**src/rtl/risc_pkg.sv**
```systemverilog
// risc_pkg: opcodes, ALU and next-PC encodings, and sequencer states shared by the control path
package risc_pkg;
   localparam logic [5:0] OP_R    = 6'h00;
   localparam logic [5:0] OP_ADDI = 6'h01;
   localparam logic [5:0] OP_LD   = 6'h02;
   localparam logic [5:0] OP_ST   = 6'h03;
   localparam logic [5:0] OP_BEQZ = 6'h04;
   localparam logic [5:0] OP_BNEZ = 6'h05;
   localparam logic [5:0] OP_JMP  = 6'h06;
   localparam logic [5:0] OP_HALT = 6'h3f;
   localparam logic [3:0] ALU_ADD = 4'd0;
   localparam logic [1:0] PC_INC  = 2'd0;
   localparam logic [1:0] PC_BR   = 2'd1;
   localparam logic [1:0] PC_JMP  = 2'd2;
   typedef enum logic [2:0] {S_FETCH, S_DECODE, S_EXEC, S_MEM, S_WB, S_HALT} state_t;
endpackage

```
**src/rtl/mc_ctrl_fsm_if.sv**
```systemverilog
// mc_ctrl_fsm_if: shared memory request/ready handshake between sequencer and memory
interface mc_ctrl_fsm_if;
   logic        mem_req;
   logic        mem_we;
   logic        addr_sel;
   logic        mem_ready;
   logic [31:0] mem_rdata;
   modport master (output mem_req, mem_we, addr_sel, input mem_ready, mem_rdata);
   modport slave (input mem_req, mem_we, addr_sel, output mem_ready, mem_rdata);
endinterface

```
**src/rtl/imm_ext.sv**
```systemverilog
// imm_ext: sign-extends the 16-bit or 26-bit instruction immediate field to 32 bits
module imm_ext (
   input  logic [25:0] field,
   input  logic        ext_sel,
   output logic [31:0] imm
);
   assign imm = ext_sel ? {{6{field[25]}}, field} : {{16{field[15]}}, field[15:0]};
endmodule

```
**src/rtl/mc_ctrl_fsm.sv**
```systemverilog
// mc_ctrl_fsm: multi-cycle sequencer driving fetch, decode, ALU, memory and write-back
module mc_ctrl_fsm
   import risc_pkg::*;
#(
   parameter int W_OP    = 6,
   parameter int W_ALUOP = 4
) (
   input  logic               clk,
   input  logic               rst,
   mc_ctrl_fsm_if.master      bus,
   output logic [31:0]        ir,
   output logic [31:0]        imm,
   output logic               ext_sel,
   output logic               alu_src_imm,
   output logic [W_ALUOP-1:0] alu_op,
   input  logic               alu_zero,
   output logic               reg_we,
   output logic               wb_sel,
   output logic               pc_we,
   output logic [1:0]         pc_sel,
   output logic               halted,
   output logic               illegal
);
   state_t          st;
   logic [W_OP-1:0] op;
   logic [31:0]     imm_x;
   logic is_r, is_addi, is_ld, is_st, is_beqz, is_bnez, is_jmp, is_halt, legal, taken;
   assign op      = ir[31 -: W_OP];
   assign is_r    = op == OP_R;
   assign is_addi = op == OP_ADDI;
   assign is_ld   = op == OP_LD;
   assign is_st   = op == OP_ST;
   assign is_beqz = op == OP_BEQZ;
   assign is_bnez = op == OP_BNEZ;
   assign is_jmp  = op == OP_JMP;
   assign is_halt = op == OP_HALT;
   assign legal   = is_r || is_addi || is_ld || is_st || is_beqz || is_bnez || is_jmp || is_halt;
   assign taken   = is_jmp || (is_beqz && alu_zero) || (is_bnez && !alu_zero);
   assign ext_sel = st == S_DECODE && is_jmp;
   imm_ext u_ext (.field(ir[25:0]), .ext_sel, .imm(imm_x));
   // Reset holds st at FETCH, so the FETCH-driven strobes are gated to drop with rst at once
   assign bus.mem_req  = !rst && (st == S_FETCH || st == S_MEM);
   assign bus.mem_we   = st == S_MEM && is_st;
   assign bus.addr_sel = st == S_MEM;
   assign pc_we        = !rst && (st == S_FETCH ? bus.mem_ready : st == S_EXEC && taken);
   assign pc_sel       = st != S_EXEC ? PC_INC : is_jmp ? PC_JMP : PC_BR;
   assign alu_src_imm  = st == S_EXEC && (is_addi || is_ld || is_st);
   assign alu_op       = is_r ? ir[W_ALUOP-1:0] : W_ALUOP'(ALU_ADD);
   assign reg_we       = st == S_WB;
   assign wb_sel       = st == S_WB && is_ld;
   always_ff @(posedge clk or posedge rst)
      if (rst) begin
         st      <= S_FETCH;
         ir      <= '0;
         imm     <= '0;
         illegal <= 1'b0;
         halted  <= 1'b0;
      end else
         case (st)
            S_FETCH: if (bus.mem_ready) begin
               ir <= bus.mem_rdata;
               st <= S_DECODE;
            end
            S_DECODE: begin
               imm     <= imm_x;
               st      <= legal && !is_halt ? S_EXEC : S_HALT;
               illegal <= illegal || !legal;
               halted  <= !legal || is_halt;
            end
            S_EXEC: st <= is_r || is_addi ? S_WB : is_ld || is_st ? S_MEM : S_FETCH;
            S_MEM: if (bus.mem_ready) st <= is_st ? S_FETCH : S_WB;
            S_WB: st <= S_FETCH;
            default: ;
         endcase
endmodule
```
**src/flat_wrapper.sv**
```systemverilog
// flat-port wrapper written by rule: the top's interface ports become plain ports
module mc_ctrl_fsm_flat import risc_pkg::*;
#(
   parameter int W_OP    = 6,
   parameter int W_ALUOP = 4
)
  (clk, rst, ir, imm, ext_sel, alu_src_imm, alu_op, alu_zero, reg_we, wb_sel, pc_we, pc_sel, halted, illegal, bus_mem_req, bus_mem_we, bus_addr_sel, bus_mem_ready, bus_mem_rdata);
  mc_ctrl_fsm_if bus_i ();
  input  logic clk;
  input  logic rst;
  output logic [31:0] ir;
  output logic [31:0] imm;
  output logic ext_sel;
  output logic alu_src_imm;
  output logic [W_ALUOP-1:0] alu_op;
  input  logic alu_zero;
  output logic reg_we;
  output logic wb_sel;
  output logic pc_we;
  output logic [1:0] pc_sel;
  output logic halted;
  output logic illegal;
  output wire logic [$bits(bus_i.mem_req)-1:0] bus_mem_req;
  output wire logic [$bits(bus_i.mem_we)-1:0] bus_mem_we;
  output wire logic [$bits(bus_i.addr_sel)-1:0] bus_addr_sel;
  input wire logic [$bits(bus_i.mem_ready)-1:0] bus_mem_ready;
  input wire logic [$bits(bus_i.mem_rdata)-1:0] bus_mem_rdata;
  assign bus_mem_req = bus_i.mem_req;
  assign bus_mem_we = bus_i.mem_we;
  assign bus_addr_sel = bus_i.addr_sel;
  assign bus_i.mem_ready = bus_mem_ready;
  assign bus_i.mem_rdata = bus_mem_rdata;
  mc_ctrl_fsm #(.W_OP(W_OP), .W_ALUOP(W_ALUOP)) u_core (.clk(clk), .rst(rst), .bus(bus_i), .ir(ir), .imm(imm), .ext_sel(ext_sel), .alu_src_imm(alu_src_imm), .alu_op(alu_op), .alu_zero(alu_zero), .reg_we(reg_we), .wb_sel(wb_sel), .pc_we(pc_we), .pc_sel(pc_sel), .halted(halted), .illegal(illegal));
endmodule
```
**config.mk**
```make
export PLATFORM = sky130hd
export DESIGN_NAME = mc_ctrl_fsm_flat
export DESIGN_NICKNAME = d
export VERILOG_FILES = /design/src/rtl/risc_pkg.sv /design/src/rtl/mc_ctrl_fsm_if.sv /design/src/rtl/imm_ext.sv /design/src/rtl/mc_ctrl_fsm.sv /design/src/flat_wrapper.sv
export SDC_FILE = /design/constraint.sdc
export NUM_CORES = 1
export LEC_CHECK = 0
export CORE_MARGIN = 10
export CORE_UTILIZATION = 49
export DETAILED_ROUTE_END_ITERATION = 12
export GPL_TIMING_DRIVEN = 0
export PLACE_DENSITY = 0.86
export SLEW_MARGIN = 20
export SYNTH_ARGS = -nofsm -noshare
export SYNTH_HDL_FRONTEND = slang
export SYNTH_HIERARCHICAL = 1
export SYNTH_SLANG_ARGS = --single-unit
```
**constraint.sdc**
```tcl
create_clock -name clk -period 5.17 [get_ports clk]
set_input_delay 0.7755 -clock clk [delete_from_list [all_inputs] [get_ports clk]]
set_output_delay 0.7755 -clock clk [all_outputs]
set_load 0.005 [all_outputs]
```
-- Word level (Yosys, flattened, before mapping)
Cells that the tools add are included.
- mux-type cells: 12
- reductions and logical operators: 34
- equality and inequality tests: 14
- operators with widths (cell ; count):
    $mux 32 ; 1
    $eq 6x3->1 const B ; 3
    $logic_or 1x1->1 ; 15
    $mux 3 ; 5
    $pmux 3 s5 ; 1
    $eq 6x2->1 const B ; 2
    $logic_and 1x1->1 ; 10
    $eq 3x2->1 const B ; 2
    $eq 6x1->1 const B ; 1
    $eq 6x6->1 const B ; 1
    $logic_not 6->1 ; 1
    $mux 2 ; 3
    $reduce_bool 5->1 ; 1
    $logic_not 1->1 ; 4
    $mux 4 ; 1
    $eq 3x1->1 const B ; 1
    $eq 3x3->1 const B ; 1
    $logic_not 3->1 ; 1
    $ne 3x2->1 const B ; 1
    $reduce_and 3->1 ; 1
    $ne 2x1->1 const B ; 1
    $ne 2x2->1 const B ; 1
    $reduce_and 2->1 ; 1
    $mux 1 ; 1
- output and inout bits: 80
- bits of input ports: 36
- register bits: 69

-- Depth between registers and ports, before layout
- depth in word-level cells: 11
- gate-level depth with buffers: 8
- mapped depth without buffers: 5

-- Hierarchy
Netlist, hierarchy kept.
- by module, submodules not included (module ; area each (sq um) ; instances ; cells each):
    mc_ctrl_fsm ; 2899.0 ; 1 ; 203
    imm_ext ; 331.6 ; 1 ; 34

-- Worst setup path after synthesis
Ideal clock, no wire load.
- path type: flip-flop to flip-flop
- start: register u_core.ir[29]
- end: register u_core.imm[26]
- clock period less this slack: 2561 ps
- path slack: 2609 ps
- arrival time: 2437 ps
- cell stages (with the launch flop): 9
- path through: dfrtp_1 > or3_1 > clkbuf_2 > or3_4 > nor3b_2 > buf_6 > mux2_4 > buf_4 > mux2_2
- cells in the longest elaborated chain, start to end: 3
- ends and longest elaborated chain (item ; line ; source):
    start: declaration ; mc_ctrl_fsm.sv:11 ; output logic [31:0] ir,
    start signal: assignment ; mc_ctrl_fsm.sv:61 ; ir <= bus.mem_rdata;
    $eq 6x3->1 ; mc_ctrl_fsm.sv:35 ; assign is_jmp = op == OP_JMP;
    $logic_and 1x1->1 ; mc_ctrl_fsm.sv:39 ; assign ext_sel = st == S_DECODE && is_jmp;
    net ext_sel ; flat_wrapper.sv:13 ; output logic ext_sel;
    $mux 32 ; imm_ext.sv:7 ; assign imm = ext_sel ? {{6{field[25]}}, field} : {{16{field[15]}}, field[15:0]};
    net u_core.imm_x[26] ; mc_ctrl_fsm.sv:26 ; logic [31:0] imm_x;
    end signal: assignment ; mc_ctrl_fsm.sv:65 ; imm <= imm_x;
    end: declaration ; mc_ctrl_fsm.sv:12 ; output logic [31:0] imm,
The timed path passes the listed nets, and every way through them passes these cells.
A chain may end at the register's enable or synchronous reset.

-- Worst setup path in the final report
- start: input bus_mem_ready
- end: output pc_we
- cells in the longest elaborated chain, start to end: 2
- ends and longest elaborated chain (item ; line ; source):
    start: declaration ; flat_wrapper.sv:26 ; input wire logic [$bits(bus_i.mem_ready)-1:0] bus_mem_ready;
    $mux 1 ; mc_ctrl_fsm.sv:45 ; assign pc_we = !rst && (st == S_FETCH ? bus.mem_ready : st == S_EXEC && taken);
    $logic_and 1x1->1 ; mc_ctrl_fsm.sv:45 ;
    end: declaration ; flat_wrapper.sv:19 ; output logic pc_we;
Every way passes these cells.

==> metrics <==
result of the run=completed; post-detailed-placement cell area=4501 sq um; post-synthesis share of cell area spent on and, or, nand and nor gates=0.08482; area growth from synthesis to layout=46.71%; endpoint arrival time on the critical path=around 2.8 ns; clock tree from TritonCTS=yes; starting DRC count in detailed routing=90; xor and xnor area share after synthesis=0.002711; Top FF cell, synth=dfrtp_1; global-route wire length before repair=roughly 13 mm; final cell count without fillers=about 450; post-route cell area=~4700 sq um; share of the synthesized area in the top cell type=0.5345; number of nets in the layout=400; Crit path required time=4.39 ns; maximum number of pins on one net before global-route repair=between 40 and 50; area used by multi-input combinational logic=~1200 sq um; Layout fillers=438; hold path start=u_core/illegal; number of instances resized during post-cts repair=0; top post-synthesis cells by area=dfrtp_1 (53%), mux2_2 (21%), buf_4 (5.6%), mux2_4 (4.6%), buf_6 (2.4%); largest stage delay on the critical path=0.52 ns; Core Footprint=6386 sq um; count of inserted antenna diode cells=0; main combinational cell family by area after synthesis=multiplexers; ANT nets after route=0; Worst-path clk slew=0.07 ns; global placement routability congestion=0.7664; destination of the worst register-to-register timing path=u_core/imm[31]; fraction of the mapped netlist area in compound gates=0.01859; Detailed Route WL=8.061 mm; post-synthesis cell area=3231 sq um; library cell occupying the most area in the post-synthesis netlist=dfrtp_1; Worst Tran Pin Value=0.6753 ns; Final TNS setup=0 ns; number of H-tree levels=3; classification of the worst-slack hold path=register to register; Power Dens Cells=~250 nW/um^2; hold buffer count at CTS=0; CP Cell Sequence=clkdlybuf4s50_1 > inv_1 > nor4_4 > buf_6 > a31oi_1 > nor2_1 > clkdlybuf4s50_1; total power=1.198 mW; post-synthesis cell count=237; clock root cell=clkbuf_8; Setup-failing EPs final=0; crit path kind=input port to output port; total nets after synthesis=273; Worst setup SP type=input port; Worst Hold Path EP=u_core/illegal; cell row count=29; Yosys warnings=6; launch instance of the worst register-to-register path=u_core/ir[29]; worst ir drop on vdd=roughly 0.17 mV; count of buffers inserted at the top-level ports=between 100 and 150; sink count of the clock tree=69; Placed Cells incl. Taps=430; average via count per standard cell=5.087; Adder-Cell Fraction of Synth Area=0; width of the die=101.2 microns; critical path fanouts, max=10; worst reg2reg path depth=8; detailed-placement wirelength estimate=6.120 mm; kind of end point of the critical path=output port; grt total ovfl=0; Max clock buf depth=2; number of enable-type register cells in the synthesized netlist=0; initial antenna violation count=0; count of boundary I/O pins=116; mux cell area share after synthesis=0.2661; register area=1727 sq um; Critical Path Slowest Stage Cell=nor4_4; Post-synth ARST share=1.000; Final min period=around 3.5 ns; number of cells on the worst hold path=1; Synth top cells by count=dfrtp_1 (69), mux2_2 (61), buf_4 (24); vertical extent of the die=~100 microns; setup slack of the worst register-to-register path=2.52 ns; number of pins with negative max-slew slack in the final report=0; hold violation count in the final report=0; vias in the first global route=2407; Seq cells post-synth=69; WL per Instance=~18 microns; RSZ-0062 raised after global routing=false; Synth cell types=35; final setup skew=between 0.01 and 0.015 ns; DRC violation count after routing=0; share of the cycle needed by the critical path after routing=0.6817; fraction of final layout cells sized beyond drive strength 1=0.3442; post-CTS setup repair buffer count=0; Max-slew headroom=0.5464; maximum achievable frequency=283.7 MHz; sequential fraction of the synthesis area=0.5345; cts bufs inserted=9; Pre-antenna DRT Iters=5; effective utilization at floorplan=0.5059; Tot GR Track Use=0.1597; most repeated library cell on the critical path=clkdlybuf4s50_1; Static Leak=about 2.2 nW; mean area per synthesized cell=13.63 sq um; insertion delay to the later sink of the worst-skew pair=0.33 ns; cell with the most instances after synthesis=dfrtp_1; Max-Cap Viols=0; hold slack=0.4855 ns; die area=10240 sq um; routed vias=2269
## cell type report
| class | instances | area share |
|---|---|---|
| Buffer | 37 | 0.06045 |
| Sequential cell | 69 | 0.3643 |
| Clock inverter | 6 | 0.02350 |
| Tap cell | 77 | 0.02033 |
| Multi-Input combinational cell | 127 | 0.2537 |
| Timing Repair Buffer | 116 | 0.2471 |
| Clock buffer | 10 | 0.02693 |
| Inverter | 4 | 0.003696 |
## logic make-up (layout without fill, tap and decap cells)
logic type / after synthesis / in the layout
flops: 69 / 69
simple gates: 44 / 44
mux: 73 / 73
buf+inv: 41 / 173
xor+xnor: 1 / 1
compound gates: 9 / 9
## critical path: cells and delay by family
family          cells  cell delay, ns
buf+inv             4            1.30
compound gates      1            0.05
simple gates        2            0.62
## sequential cells by signal, summed over array words and instances (netlist names)
register        count
u_core/imm         32
u_core/st           3
u_core/ir          32
u_core/halted       1
u_core/illegal      1
## metrics by stage
stage | worst slack [ns] | util
2_1_floorplan | 2.609 | -
3_3_place_gp | 1.416 | 0.7012
3_5_place_dp | 1.631 | 0.7047
4_1_cts | 1.609 | 0.7422
5_1_grt | 1.556 | 0.7422
6_report | 1.645 | 0.7422
## placed cells by master (no fill, tap or decap), types with 4 or more instances in the layout
cell type | netlist | final
dfrtp_1 | 69 | 69
mux2_2 | 61 | 61
nor2_1 | 7 | 7
clkdlybuf4s50_1 | 0 | 115
and2_1 | 6 | 6
nand2_1 | 5 | 5
mux2_4 | 10 | 10
buf_4 | 24 | 24
clkbuf_8 | 0 | 9
nor4_1 | 4 | 4
buf_6 | 7 | 7
nand3_1 | 4 | 4
## routing by layer
| layer | wire, microns | global-route usage | up-vias |
|---|---|---|---|
| met2 | 4026 | 0.2524 | 88 |
| met1 | 2854 | 0.1700 | 1108 |
| li1 | - | - | 1060 |
| met3 | 1093 | 0.1021 | 13 |
| met5 | 0 | 0 | - |
| met4 | 86 | 0.05573 | 0 |
## where the power goes
part | switching [mW] | internal, mW
Clock | 0.201 | 0.321
Combinational | 0.0384 | 0.0746
Sequential | 0.0112 | 0.552
Total | 0.251 | 0.948
## worst max-delay path by stage
stage | start | endpoint | slack, ns | depth (start not counted)
detailed placement | bus_mem_ready | pc_we | 1.63 | 7
global route | bus_mem_ready | pc_we | 1.56 | 7
finish | bus_mem_ready | pc_we | 1.65 | 7
floorplan | u_core/ir[29] | u_core/imm[26] | 2.61 | 8
CTS | bus_mem_ready | pc_we | 1.61 | 7
global placement | rst | u_core/ir[12] | 1.42 | 2
Power figures use the tool's default switching activity.
